$ cat src/rtl/ym_bus_master.sv
// ym_bus_master
// Queued bus initiator for the CPU-side port of the YM2203 wrapper. A non-CPU
// host pushes register writes/reads into a small FIFO. Each request is played
// out as an address phase (A0=0) and a data phase (A0=1), both aligned to
// CE_CPU, followed by a programmable settle gap.
//
// Parameters
//   DEPTH    request FIFO depth (power of 2, >= 2)
//   WAIT_CE  CE_CPU ticks spent in HOLD after each data phase (0..255)
// Ports
//   CLK, RESET          clock, synchronous active-high reset
//   CE_CPU              chip clock enable; all chip-side updates happen on CE edges
//   REQ_VALID/REQ_READY request handshake (REQ_READY is combinational)
//   REQ_WR/REQ_REG/REQ_DATA  request payload (1 = write, 0 = read)
//   YM_A0/YM_WE/YM_DI   registered drive to the chip
//   YM_DO               chip read-back data
//   RD_DATA/RD_VALID    last read result and its one-cycle strobe
//   BUSY                FIFO non-empty or a transaction in progress
module ym_bus_master #(
    parameter int DEPTH   = 4,
    parameter int WAIT_CE = 2
) (
    input  logic       CLK,
    input  logic       RESET,
    input  logic       CE_CPU,
    input  logic       REQ_VALID,
    output logic       REQ_READY,
    input  logic       REQ_WR,
    input  logic [7:0] REQ_REG,
    input  logic [7:0] REQ_DATA,
    output logic       YM_A0,
    output logic       YM_WE,
    output logic [7:0] YM_DI,
    input  logic [7:0] YM_DO,
    output logic [7:0] RD_DATA,
    output logic       RD_VALID,
    output logic       BUSY
);

    localparam int         AW        = $clog2(DEPTH);
    localparam logic [7:0] WAIT_INIT = 8'(WAIT_CE);

    typedef enum logic [1:0] {
        IDLE = 2'd0,
        ADDR = 2'd1,
        DATA = 2'd2,
        HOLD = 2'd3
    } state_t;

    // FIFO storage: {wr, reg, data}
    logic [16:0] mem_r [DEPTH];
    logic [AW:0] wr_ptr_r;
    logic [AW:0] rd_ptr_r;
    logic        full_s;
    logic        empty_s;
    logic        push_s;
    logic        pop_s;
    logic [16:0] head_s;

    state_t      state_r;
    state_t      state_s;
    logic        a0_r,  a0_s;
    logic        we_r,  we_s;
    logic [7:0]  di_r,  di_s;
    logic [7:0]  cnt_r, cnt_s;
    logic        work_wr_r,   work_wr_s;
    logic [7:0]  work_data_r, work_data_s;
    logic [7:0]  rd_data_r,   rd_data_s;
    logic        rd_valid_r,  rd_valid_s;

    // Extra pointer MSB distinguishes full from empty when the indices match.
    assign full_s  = (wr_ptr_r[AW] != rd_ptr_r[AW]) &&
                     (wr_ptr_r[AW-1:0] == rd_ptr_r[AW-1:0]);
    assign empty_s = (wr_ptr_r == rd_ptr_r);
    assign head_s  = mem_r[rd_ptr_r[AW-1:0]];

    assign REQ_READY = !full_s && !RESET;
    assign push_s    = REQ_VALID && REQ_READY;
    assign BUSY      = !RESET && (!empty_s || (state_r != IDLE));

    assign YM_A0    = a0_r;
    assign YM_WE    = we_r;
    assign YM_DI    = di_r;
    assign RD_DATA  = rd_data_r;
    assign RD_VALID = rd_valid_r;

    // Next-state and next-output logic; nothing moves unless CE_CPU is high.
    always_comb begin
        state_s     = state_r;
        a0_s        = a0_r;
        we_s        = we_r;
        di_s        = di_r;
        cnt_s       = cnt_r;
        work_wr_s   = work_wr_r;
        work_data_s = work_data_r;
        rd_data_s   = rd_data_r;
        rd_valid_s  = 1'b0;
        pop_s       = 1'b0;
        if (CE_CPU) begin
            case (state_r)
                IDLE: begin
                    if (!empty_s) begin
                        state_s     = ADDR;
                        pop_s       = 1'b1;
                        work_wr_s   = head_s[16];
                        work_data_s = head_s[7:0];
                        a0_s        = 1'b0;
                        we_s        = 1'b1;
                        di_s        = head_s[15:8];
                    end else begin
                        we_s = 1'b0;
                    end
                end
                ADDR: begin
                    state_s = DATA;
                    a0_s    = 1'b1;
                    if (work_wr_r) begin
                        we_s = 1'b1;
                        di_s = work_data_r;
                    end else begin
                        // Read: DI keeps the register number.
                        we_s = 1'b0;
                    end
                end
                DATA: begin
                    a0_s = 1'b0;
                    we_s = 1'b0;
                    if (!work_wr_r) begin
                        rd_data_s  = YM_DO;
                        rd_valid_s = 1'b1;
                    end else begin
                        rd_valid_s = 1'b0;
                    end
                    if (WAIT_INIT == 8'd0) begin
                        state_s = IDLE;
                    end else begin
                        state_s = HOLD;
                        cnt_s   = WAIT_INIT;
                    end
                end
                HOLD: begin
                    cnt_s = cnt_r - 8'd1;
                    if (cnt_r <= 8'd1) begin
                        state_s = IDLE;
                    end else begin
                        state_s = HOLD;
                    end
                end
                default: begin
                    state_s = IDLE;
                    a0_s    = 1'b0;
                    we_s    = 1'b0;
                end
            endcase
        end else begin
            state_s = state_r;
        end
    end

    // State, output and pointer registers with synchronous reset.
    always_ff @(posedge CLK) begin
        if (RESET) begin
            state_r     <= IDLE;
            a0_r        <= 1'b0;
            we_r        <= 1'b0;
            di_r        <= 8'h00;
            cnt_r       <= 8'h00;
            work_wr_r   <= 1'b0;
            work_data_r <= 8'h00;
            rd_data_r   <= 8'h00;
            rd_valid_r  <= 1'b0;
            wr_ptr_r    <= {(AW+1){1'b0}};
            rd_ptr_r    <= {(AW+1){1'b0}};
        end else begin
            state_r     <= state_s;
            a0_r        <= a0_s;
            we_r        <= we_s;
            di_r        <= di_s;
            cnt_r       <= cnt_s;
            work_wr_r   <= work_wr_s;
            work_data_r <= work_data_s;
            rd_data_r   <= rd_data_s;
            rd_valid_r  <= rd_valid_s;
            if (push_s) begin
                wr_ptr_r <= wr_ptr_r + {{AW{1'b0}}, 1'b1};
            end
            if (pop_s) begin
                rd_ptr_r <= rd_ptr_r + {{AW{1'b0}}, 1'b1};
            end
        end
    end

    // FIFO storage write; push is already blocked during reset.
    always_ff @(posedge CLK) begin
        if (push_s) begin
            mem_r[wr_ptr_r[AW-1:0]] <= {REQ_WR, REQ_REG, REQ_DATA};
        end
    end

endmodule

$ cat config.mk
export PLATFORM = sky130hd
export DESIGN_NAME = ym_bus_master
export DESIGN_NICKNAME = d
export VERILOG_FILES = /design/src/rtl/ym_bus_master.sv
export SDC_FILE = /design/constraint.sdc
export NUM_CORES = 1
export LEC_CHECK = 0
export ABC_CLOCK_PERIOD_IN_PS = 1670
export CAP_MARGIN = 0
export CORE_MARGIN = 1.5
export CORE_UTILIZATION = 30
export DETAILED_ROUTE_END_ITERATION = 7
export PLACE_DENSITY_LB_ADDON = 0.12
export SYNTH_ARGS = -nofsm -noshare
export SYNTH_HDL_FRONTEND = slang
export SYNTH_SLANG_ARGS = --single-unit
$ cat constraint.sdc
create_clock -name CLK -period 1.67 [get_ports CLK]
set_input_delay 0.2505 -clock CLK [delete_from_list [all_inputs] [get_ports CLK]]
set_output_delay 0.2505 -clock CLK [all_outputs]
set_load 0.03 [all_outputs]
==> flow_summary.ini, run 1 <==
[setup_path]
path_class = reg2out
rr_startpoint = cnt_r[3]
cp_slowest_cell = dfxtp_2
critPathMaxFanout = 3
crit_chain = buf_6, xnor2_4, buf_6, a41oi_4, buf_6
cpMostUsedCell = buf_6
cp_num_cells = 5
cp-startpoint = rd_ptr_r[0]
worst_r2r_path_depth = 4
start_kind = flip-flop
required_ns = 1.42
crit_family = buffers and inverters
cp.arrival_ns = 1.51
cp-end-kind = primary output
critPathMaxStageDelay_ns = 0.33
critPathBufInv = 3

[clocking]
cts_tree = built
hold_buffers = 0
clk_pin_slew_ns = 0.05
htreeDepth = 4
clock_sinks = 114
clk-insertion-delay-late_ns = 0.40
cts_buffer_depth = 2
cts-root-buf = clkbuf_16
cts_buffers = 17

[yosys]
synth_nets = 358
synth_cells = 318
synthMostInstantiatedCell = edfxtp_1
netlist.area_leader.share_pct = 44.6
synth_edf_count = 68
netlist_top_cells_area = edfxtp_1, dfxtp_1, mux4_2
synth_warnings = 0
ys_top_cells_by_count = edfxtp_1, dfxtp_1, nor2_1, a21oi_1, nand2_1
synthDistinctLibCells = 42
syn_area_sq_um = 4580
synth_largest_area_cell = edfxtp_1
ys_ff_latch = 114
syn_avg_cell_area_sq_um = 14.4
async_reset_ff_share_pct = 0
ys_seq_area_share_pct = 64.8
ys.flop_type = edfxtp_1

[global_routing]
grt_pass1_vias = 2982
track_usage_pct = 13.4
antenna_found_initial = 0
grt-ovfl-total = 0
grt_pass1_wl_mm = 15.9
grt_max_degree = 35

[final_layout]
final_nets = 466
antenna_cells = 0
fin_util_pct = 43.9
fill_cells = 1329
seq_area_sq_um = 2970
area_delta_synth_final_pct = 41.0
final_area_sq_um = 6450
fin_cells = 623
drive_above_1_share_pct = 29.2
multiInputGateArea_sq_um = 1610

[floorplanning]
start_util_pct = 31.1
die_w_um = 127
std_cell_rows = 44
die_h_um = 127
design.die.area_sq_um = 16000
io_pins = 50
fp.coreArea_sq_um = 14700

[power_and_ir_drop]
ir_drop_uv = 794
p_leak_nw = 2.51
power_density_nw_per_um2 = 1310
finalPower_w = 0.00844

[timing]
fin_skew_ns = 0.00500
tightestPinTransition_ns = 0.487
hold_viol_final = 0
slew_headroom_pct = 67.2
fmax_ghz = 0.566
period_needed_ns = 1.77
rsz0062_at_grt = yes
setup_ws_ns = -0.0953
report.final.slew_viol_count = 0
setup_viol = 23
period_share_pct = 106

[detailed_routing]
vias = 2916
viasPerCell = 4.68
routedWlPerCell_um = 16.0
wirelength_mm = 9.96
drc = 0
drt-pass1-iter-count = 4
ant_nets = 0
drt_iter0_drc = 96

[placement]
place_ws_ns = -0.115
port_buffers = 49
post-place-cells = 586
placed_cell_area_sq_um = 5720
dp_hpwl_mm = 6.71
gp_congestion = 0.757

[run_status]
status = complete, but fails checks
violations = setup timing

[worst_hold_path]
hp-start = YM_DO[0]
hold_depth = 3
holdCritPathClass = in2reg

[job]
maxCapViolCount = 0
## cell families (layout without fill, tap and decap cells)
family          after synthesis  in the layout  synth area share, %
flops                       114            114                 64.8
simple gates                 65             65                 6.29
compound gates               53             53                 8.45
mux                          36             36                 12.5
buf+inv                      26            147                 2.49
xor+xnor                     13             13                 2.49
fa+ha+maj                    11             11                 3.01
## power by group
group / switching (W) / internal (W)
Combinational: 0.000953 / 0.000960
Clock: 0.00114 / 0.00210
Sequential: 0.000106 / 0.00318
Total: 0.00220 / 0.00624
## metal layers
layer | wire (um) | part of all wire, % | track usage [%] | vias up
met2 | 4820 | 48 | 21.7 | 72
met4 | 102 | 1.0 | 4.46 | 0
met1 | 4530 | 45 | 16.6 | 1418
met3 | 507 | 5.1 | 4.93 | 9
met5 | 0 | 0 | 0 | -
li1 | - | - | - | 1417
## area by class of cell
type / instances / area share (%)
clock buffer: 25 / 7.37
clock inverter: 7 / 0.911
inverter: 11 / 0.640
multi-input combinational: 178 / 25.0
sequential: 114 / 46.1
tap: 184 / 3.57
timing repair buffer: 104 / 16.5
## sequential cells by signal (all words and copies together), names as in the netlist, named ones only
name / cells
YM_WE: 1
RD_VALID: 1
state_r: 2
RD_DATA: 8
cnt_r: 8
mem_r: 68
work_data_r: 8
YM_DI: 8
rd_ptr_r: 3
wr_ptr_r: 3
work_wr_r: 1
YM_A0: 1
## tightest hold or removal path, cell delays in order
cell and delay (ns):
clkdlybuf4s50_1 0.40, nand2_1 0.06, a21oi_1 0.05
## stage by stage
step | hold slack (ns) | setup TNS, ns
finish | 0.404 | -0.291
global route | 0.395 | -4.76
CTS | 0.385 | -2.98
detailed placement | 0.450 | -4.27
global placement | 0.442 | -2.88
floorplan | 0.349 | 0
## what timing repair did
item                                    CTS  global route
gates resized for setup                  38            14
pin swaps                                 5             4
setup buffers                             1             4
endpoints found under the setup margin   24            89
## layout by cell type (no fill, tap or decap), types with 6 or more instances in the layout
cell	n
buf_12	10
clkdlybuf4s50_1	28
dlymetal6s2s_1	8
inv_1	9
nand2_1	22
a21oi_1	22
nor2_1	29
a311oi_1	9
dlygate4sd2_1	11
ha_1	9
mux2i_1	19
clkbuf_1	6
edfxtp_1	68
buf_4	38
buf_6	9
dfxtp_1	38
clkbuf_16	17
mux4_2	17
dfxtp_2	8
## final timing paths
check	slack, ns	to
min	0.40	RD_DATA[0]
max	-0.1	BUSY
max reg2reg	-0.03	state_r[1]
min reg2reg	0.45	RD_DATA[5]
Power figures use the tool's default switching activity.
==> run 2, diff against run 1 <==
--- a/config.mk
+++ b/config.mk
@@ -7,6 +7,8 @@
 export LEC_CHECK = 0
 export ABC_CLOCK_PERIOD_IN_PS = 1670
 export CAP_MARGIN = 0
+export CELL_PAD_IN_SITES_DETAIL_PLACEMENT = 1
+export CELL_PAD_IN_SITES_GLOBAL_PLACEMENT = 2
 export CORE_MARGIN = 1.5
 export CORE_UTILIZATION = 30
 export DETAILED_ROUTE_END_ITERATION = 7
==> run 2 against run 1 <==
Die area stayed put. Register-to-register slack better by 0.04 ns. Power is 5.8% higher. Cell count is 0.96% lower. Critical path type unchanged. Utilization is 0.19 points higher. Setup slack better by 0.060 ns. Clock power is 15% higher. The flow still finishes with violations (setup timing). Fmax is 3.5% higher.
==> flow_summary.ini, run 2 (same netlist as run 1, synthesis figures left out) <==
[power_and_ir_drop]
p_int_w = 0.00650
p_leak_nw = 2.42
ir_drop_uv = 882
clkPwrFrac_pct = 41.8
switching_power_w = 0.00243
seqPwrFrac_pct = 36.7
netSwitchingFraction_pct = 27.2
power_density_nw_per_um2 = 1380
pwr-share-comb_pct = 21.5

[timing]
period_share_pct = 102
period_needed_ns = 1.71
setup_viol = 1
rsz0062_at_grt = yes
slew_headroom_pct = 74.3
fin_skew_ns = 0.00506
tightestPinTransition_ns = 0.385
report.final.slew_viol_count = 0
setup_ws_ns = -0.0355
fmax_ghz = 0.586
hold_viol_final = 0

[clocking]
cts_buffer_depth = 2
cts_buffers = 17
htreeDepth = 4
clock_sinks = 114
clk_pin_slew_ns = 0.06
cts-root-buf = clkbuf_16
clk-insertion-delay-late_ns = 0.41
cts_tree = built

[placement]
post-place-cells = 579
placed_cell_area_sq_um = 5650
gp_congestion = 0.698
dp_hpwl_mm = 6.92
place_ws_ns = -0.218
port_buffers = 49

[floorplanning]
die_w_um = 127
std_cell_rows = 44
io_pins = 50
start_util_pct = 31.1
design.die.area_sq_um = 16000
die_h_um = 127
fp.coreArea_sq_um = 14700

[run_status]
violations = setup timing
status = complete, but fails checks

[detailed_routing]
drt-pass1-iter-count = 4
vias = 2885
viasPerCell = 4.68
ant_nets = 0
wirelength_mm = 10.4
drc = 0
routedWlPerCell_um = 16.9
drt_iter0_drc = 101

[final_layout]
largest_reg_flops = 68
layout_common_cells = edfxtp_1, dfxtp_1, buf_4
antenna_cells = 0
final_common_cell = edfxtp_1
final_area_sq_um = 6480
multiInputGateArea_sq_um = 1640
final_nets = 460
seq_area_sq_um = 2970
fill_cells = 1473
drive_above_1_share_pct = 30.0
fin_cells = 617
area_delta_synth_final_pct = 41.6

[global_routing]
antenna_found_initial = 0
grt_pass1_vias = 3200
track_usage_pct = 14.5
grt_max_degree = 40
grt_pass1_wl_mm = 17.2
grt-ovfl-total = 0

[setup_path]
cp-end-kind = primary output
critPathMaxFanout = 5
cp.arrival_ns = 1.46
path_class = reg2out
start_kind = flip-flop
required_ns = 1.42

[worst_hold_path]
holdCritPathClass = in2reg

[job]
maxCapViolCount = 0
==> run 2: cell count changes in the layout (fill, tap and decap cells not counted), moves of 2 or more <==
cell	delta
and2_2	-2
and2_4	+2
buf_12	-2
buf_4	-5
bufinv_16	+2
clkbuf_1	-5
clkbuf_8	-2
clkinv_1	-3
clkinv_4	+2
clkinvlp_4	+2
dlygate4sd2_1	+7
dlymetal6s2s_1	-7
inv_6	+5
==> run 2: timing repair <==
| action | 4_1_cts | 5_1_grt |
|---|---|---|
| gates cloned | 1 | 0 |
| setup buffers | 4 | 2 |
| endpoints found under the hold margin | 0 | 0 |
| gates resized for setup | 45 | 11 |
| hold buffers | 0 | 0 |
| pin swaps | 6 | 2 |
| setup endpoints to repair | 103 | 36 |
==> run 2: worst paths after layout <==
| path | from | endpoint | slack [ns] | cells after the start |
|---|---|---|---|---|
| worst max-delay path | state_r[0] | BUSY | -0.04 | 4 |
| worst min-delay path | YM_DO[6] | RD_DATA[6] | 0.39 | 3 |
| worst max register to register | cnt_r[3] | state_r[1] | 0.01 | 4 |
| worst min register to register | RD_DATA[5] | RD_DATA[5] | 0.45 | 2 |
==> run 2: cell type report <==
cell class	instances	area share, %
clock inverters	14	2.76
well taps	184	3.55
repair buffers	98	15.3
inverters	11	0.637
multi-input cells	178	25.3
clock buffers	18	6.62
flip-flops and latches	114	45.8
==> run 2: metrics by stage <==
step                      TNS [ns]  total power [W]  hold slack [ns]  util [%]
after floorplan                  0          0.00437            0.349         -
after global placement      -10.68          0.00511            0.443      38.4
after detailed placement    -11.82          0.00514            0.452      38.4
after CTS                   -0.119          0.00900            0.372      43.7
after global routing         -1.06          0.00934            0.383      44.1
final                      -0.0355          0.00893            0.390      44.1
==> run 2: routing by layer <==
layer / up-vias / share of wire, % / GRT usage (%)
met5: - / 0 / 0
met4: 0 / 1.7 / 6.09
met3: 11 / 3.7 / 4.60
met2: 52 / 50 / 24.5
met1: 1421 / 45 / 17.2
li1: 1401 / - / -
==> run 2: critical path, cell delays in order (launching register included) <==
cell and delay [ns]:
dfxtp_1 0.33, inv_1 0.09, ha_4 0.20, a41oi_4 0.25, buf_6 0.16
==> run 2: power groups by stage <==
stage	clock [W]	sequential (W)	combinational (W)
2_1_floorplan	0	0.00346	0.000908
3_3_place_gp	0	0.00333	0.00179
3_5_place_dp	0	0.00333	0.00181
5_1_grt	0.00395	0.00330	0.00210
4_1_cts	0.00384	0.00328	0.00188
6_report	0.00373	0.00328	0.00192
==> run 3, diff against run 2 <==
--- a/config.mk
+++ b/config.mk
@@ -9,9 +9,11 @@
 export CAP_MARGIN = 0
 export CELL_PAD_IN_SITES_DETAIL_PLACEMENT = 1
 export CELL_PAD_IN_SITES_GLOBAL_PLACEMENT = 2
-export CORE_MARGIN = 1.5
+export CORE_MARGIN = 4
 export CORE_UTILIZATION = 30
 export DETAILED_ROUTE_END_ITERATION = 7
+export DONT_BUFFER_PORTS = 1
+export MAX_ROUTING_LAYER = met4
 export PLACE_DENSITY_LB_ADDON = 0.12
 export SYNTH_ARGS = -nofsm -noshare
 export SYNTH_HDL_FRONTEND = slang
==> run 3 against run 2 <==
The flow still finishes with violations (setup timing). Via count fell by 3.5%. Sequential power rose by 5%. Global-route usage fell by 0.86 points. Routed wire length rose by 4.3%. Register-to-register slack barely moved. Sequential share of layout area rose by 2.0 points. Utilization fell by 1.9 points. Critical path type unchanged.
==> flow_summary.ini, run 3 (same netlist as run 1, synthesis figures left out) <==
[detailed_routing]
vias = 2785
routedWlPerCell_um = 18.6
ant_nets = 0
viasPerCell = 4.77
drt_iter0_drc = 153
wirelength_mm = 10.9
drc = 0
drt-pass1-iter-count = 4

[clocking]
cts_buffers = 17
cts_buffer_depth = 2
clock_sinks = 114
cts_tree = built
cts-root-buf = clkbuf_16
clk_pin_slew_ns = 0.06
clk-insertion-delay-late_ns = 0.41
htreeDepth = 4

[timing]
period_needed_ns = 1.71
rsz0062_at_grt = yes
setup_ws_ns = -0.0444
fmax_ghz = 0.583
hold_viol_final = 0
fin_tns_setup_ns = -0.0595
setup_viol = 2
slew_headroom_pct = 70.2
period_share_pct = 103
tightestPinTransition_ns = 0.446
fin_skew_ns = 0.00891
report.final.slew_viol_count = 0

[final_layout]
final_common_cell = edfxtp_1
largest_reg_flops = 68
final_nets = 427
fill_cells = 1470
antenna_cells = 0
fin_cells = 584
area_delta_synth_final_pct = 36.2
layout_common_cells = edfxtp_1, dfxtp_1, nor2_1
drive_above_1_share_pct = 30.5

[global_routing]
grt_max_degree = 38
grt_pass1_wl_mm = 17.4
grt-ovfl-total = 0
track_usage_pct = 13.7
grt_pass1_vias = 3026
antenna_found_initial = 0

[power_and_ir_drop]
power_density_nw_per_um2 = 1420
p_leak_nw = 2.19
ir_drop_uv = 1140

[setup_path]
crit_chain = buf_6, xnor2_4, a41oi_4, buf_6
start_kind = flip-flop
cp.arrival_ns = 1.46
cp-end-kind = primary output
critPathMaxFanout = 3
cp_slowest_cell = dfxtp_2
cpMostUsedCell = buf_6
required_ns = 1.42
path_class = reg2out
critPathMaxStageDelay_ns = 0.33

[floorplanning]
std_cell_rows = 44
start_util_pct = 31.0
fp.coreArea_sq_um = 14800
die_w_um = 132
design.die.area_sq_um = 17300
io_pins = 50
die_h_um = 132

[run_status]
violations = setup timing
status = complete, but fails checks

[placement]
port_buffers = 0
place_ws_ns = -0.0331
gp_congestion = 0.743
dp_hpwl_mm = 6.84
post-place-cells = 520

[worst_hold_path]
holdCritPathClass = in2reg

[job]
maxCapViolCount = 0
[run 3: cell types whose count changed in the layout (fill, tap and decap cells not counted), sizes merged, moves of 12 or more]
cell and change:
dlygate4sd3 +26, dlygate4sd2 -18, buf -12, clkdlybuf4s50 -28
[run 3: worst paths after layout]
check	cells past startpoint	to	start	slack, ns
setup / recovery	4	BUSY	rd_ptr_r[1]	-0.04
hold / removal	2	wr_ptr_r[2]	REQ_VALID	0.07
setup reg to reg	4	state_r[1]	cnt_r[3]	0
hold reg to reg	2	work_data_r[2]	work_data_r[2]	0.50
[run 3: where the power goes]
part	leakage [nW]	internal (W)	switching, W
clock	0.284	0.00236	0.00136
sequential	0.996	0.00318	0.000280
combinational	0.907	0.000847	0.000804
total	2.19	0.00639	0.00245
[run 3: metrics by stage]
stage               instance area (sq um)  power, W  hold slack (ns)  util [%]
floorplan                            4580   0.00437            0.349         -
global placement                     5070   0.00488            0.327      34.4
detailed placement                   5070   0.00489            0.330      34.4
CTS                                  6110   0.00886           0.0567      41.4
global route                         6230   0.00927           0.0834      42.2
finish                               6230   0.00883           0.0717      42.2
[run 3: layer usage]
layer	part of all wire (%)	vias up	wire, um	GRT usage, %
li1	-	1344	-	-
met1	47	1372	5110	16.6
met2	47	56	5140	21.3
met3	4.7	13	515	4.70
met4	1.2	0	127	4.73
met5	0	-	0	-
[run 3: what timing repair did]
item,CTS,global route
buffers inserted,3,0
endpoints found under the setup margin,31,105
hold endpoints to repair,106,0
hold buffers,27,0
gates cloned,0,2
pin swaps,4,6
gates resized for setup,24,21
[run 3: area by class of cell]
cell class / count / area, sq um / share of cell area, %
tap: 184 / 230 / 3.69
clock inverter: 14 / 178 / 2.85
sequential: 114 / 2980 / 47.9
timing repair buffer: 64 / 672 / 10.8
multi-input combinational: 179 / 1700 / 27.3
clock buffer: 18 / 429 / 6.89
inverter: 11 / 41.3 / 0.663
[run 3: critical path, delay by kind of cell, from the launching register on]
family                 cells  cell delay, ns
AO/OA/AOI/OAI              1            0.17
XOR/XNOR                   1            0.25
buffers and inverters      2            0.30
flip-flops                 1            0.33
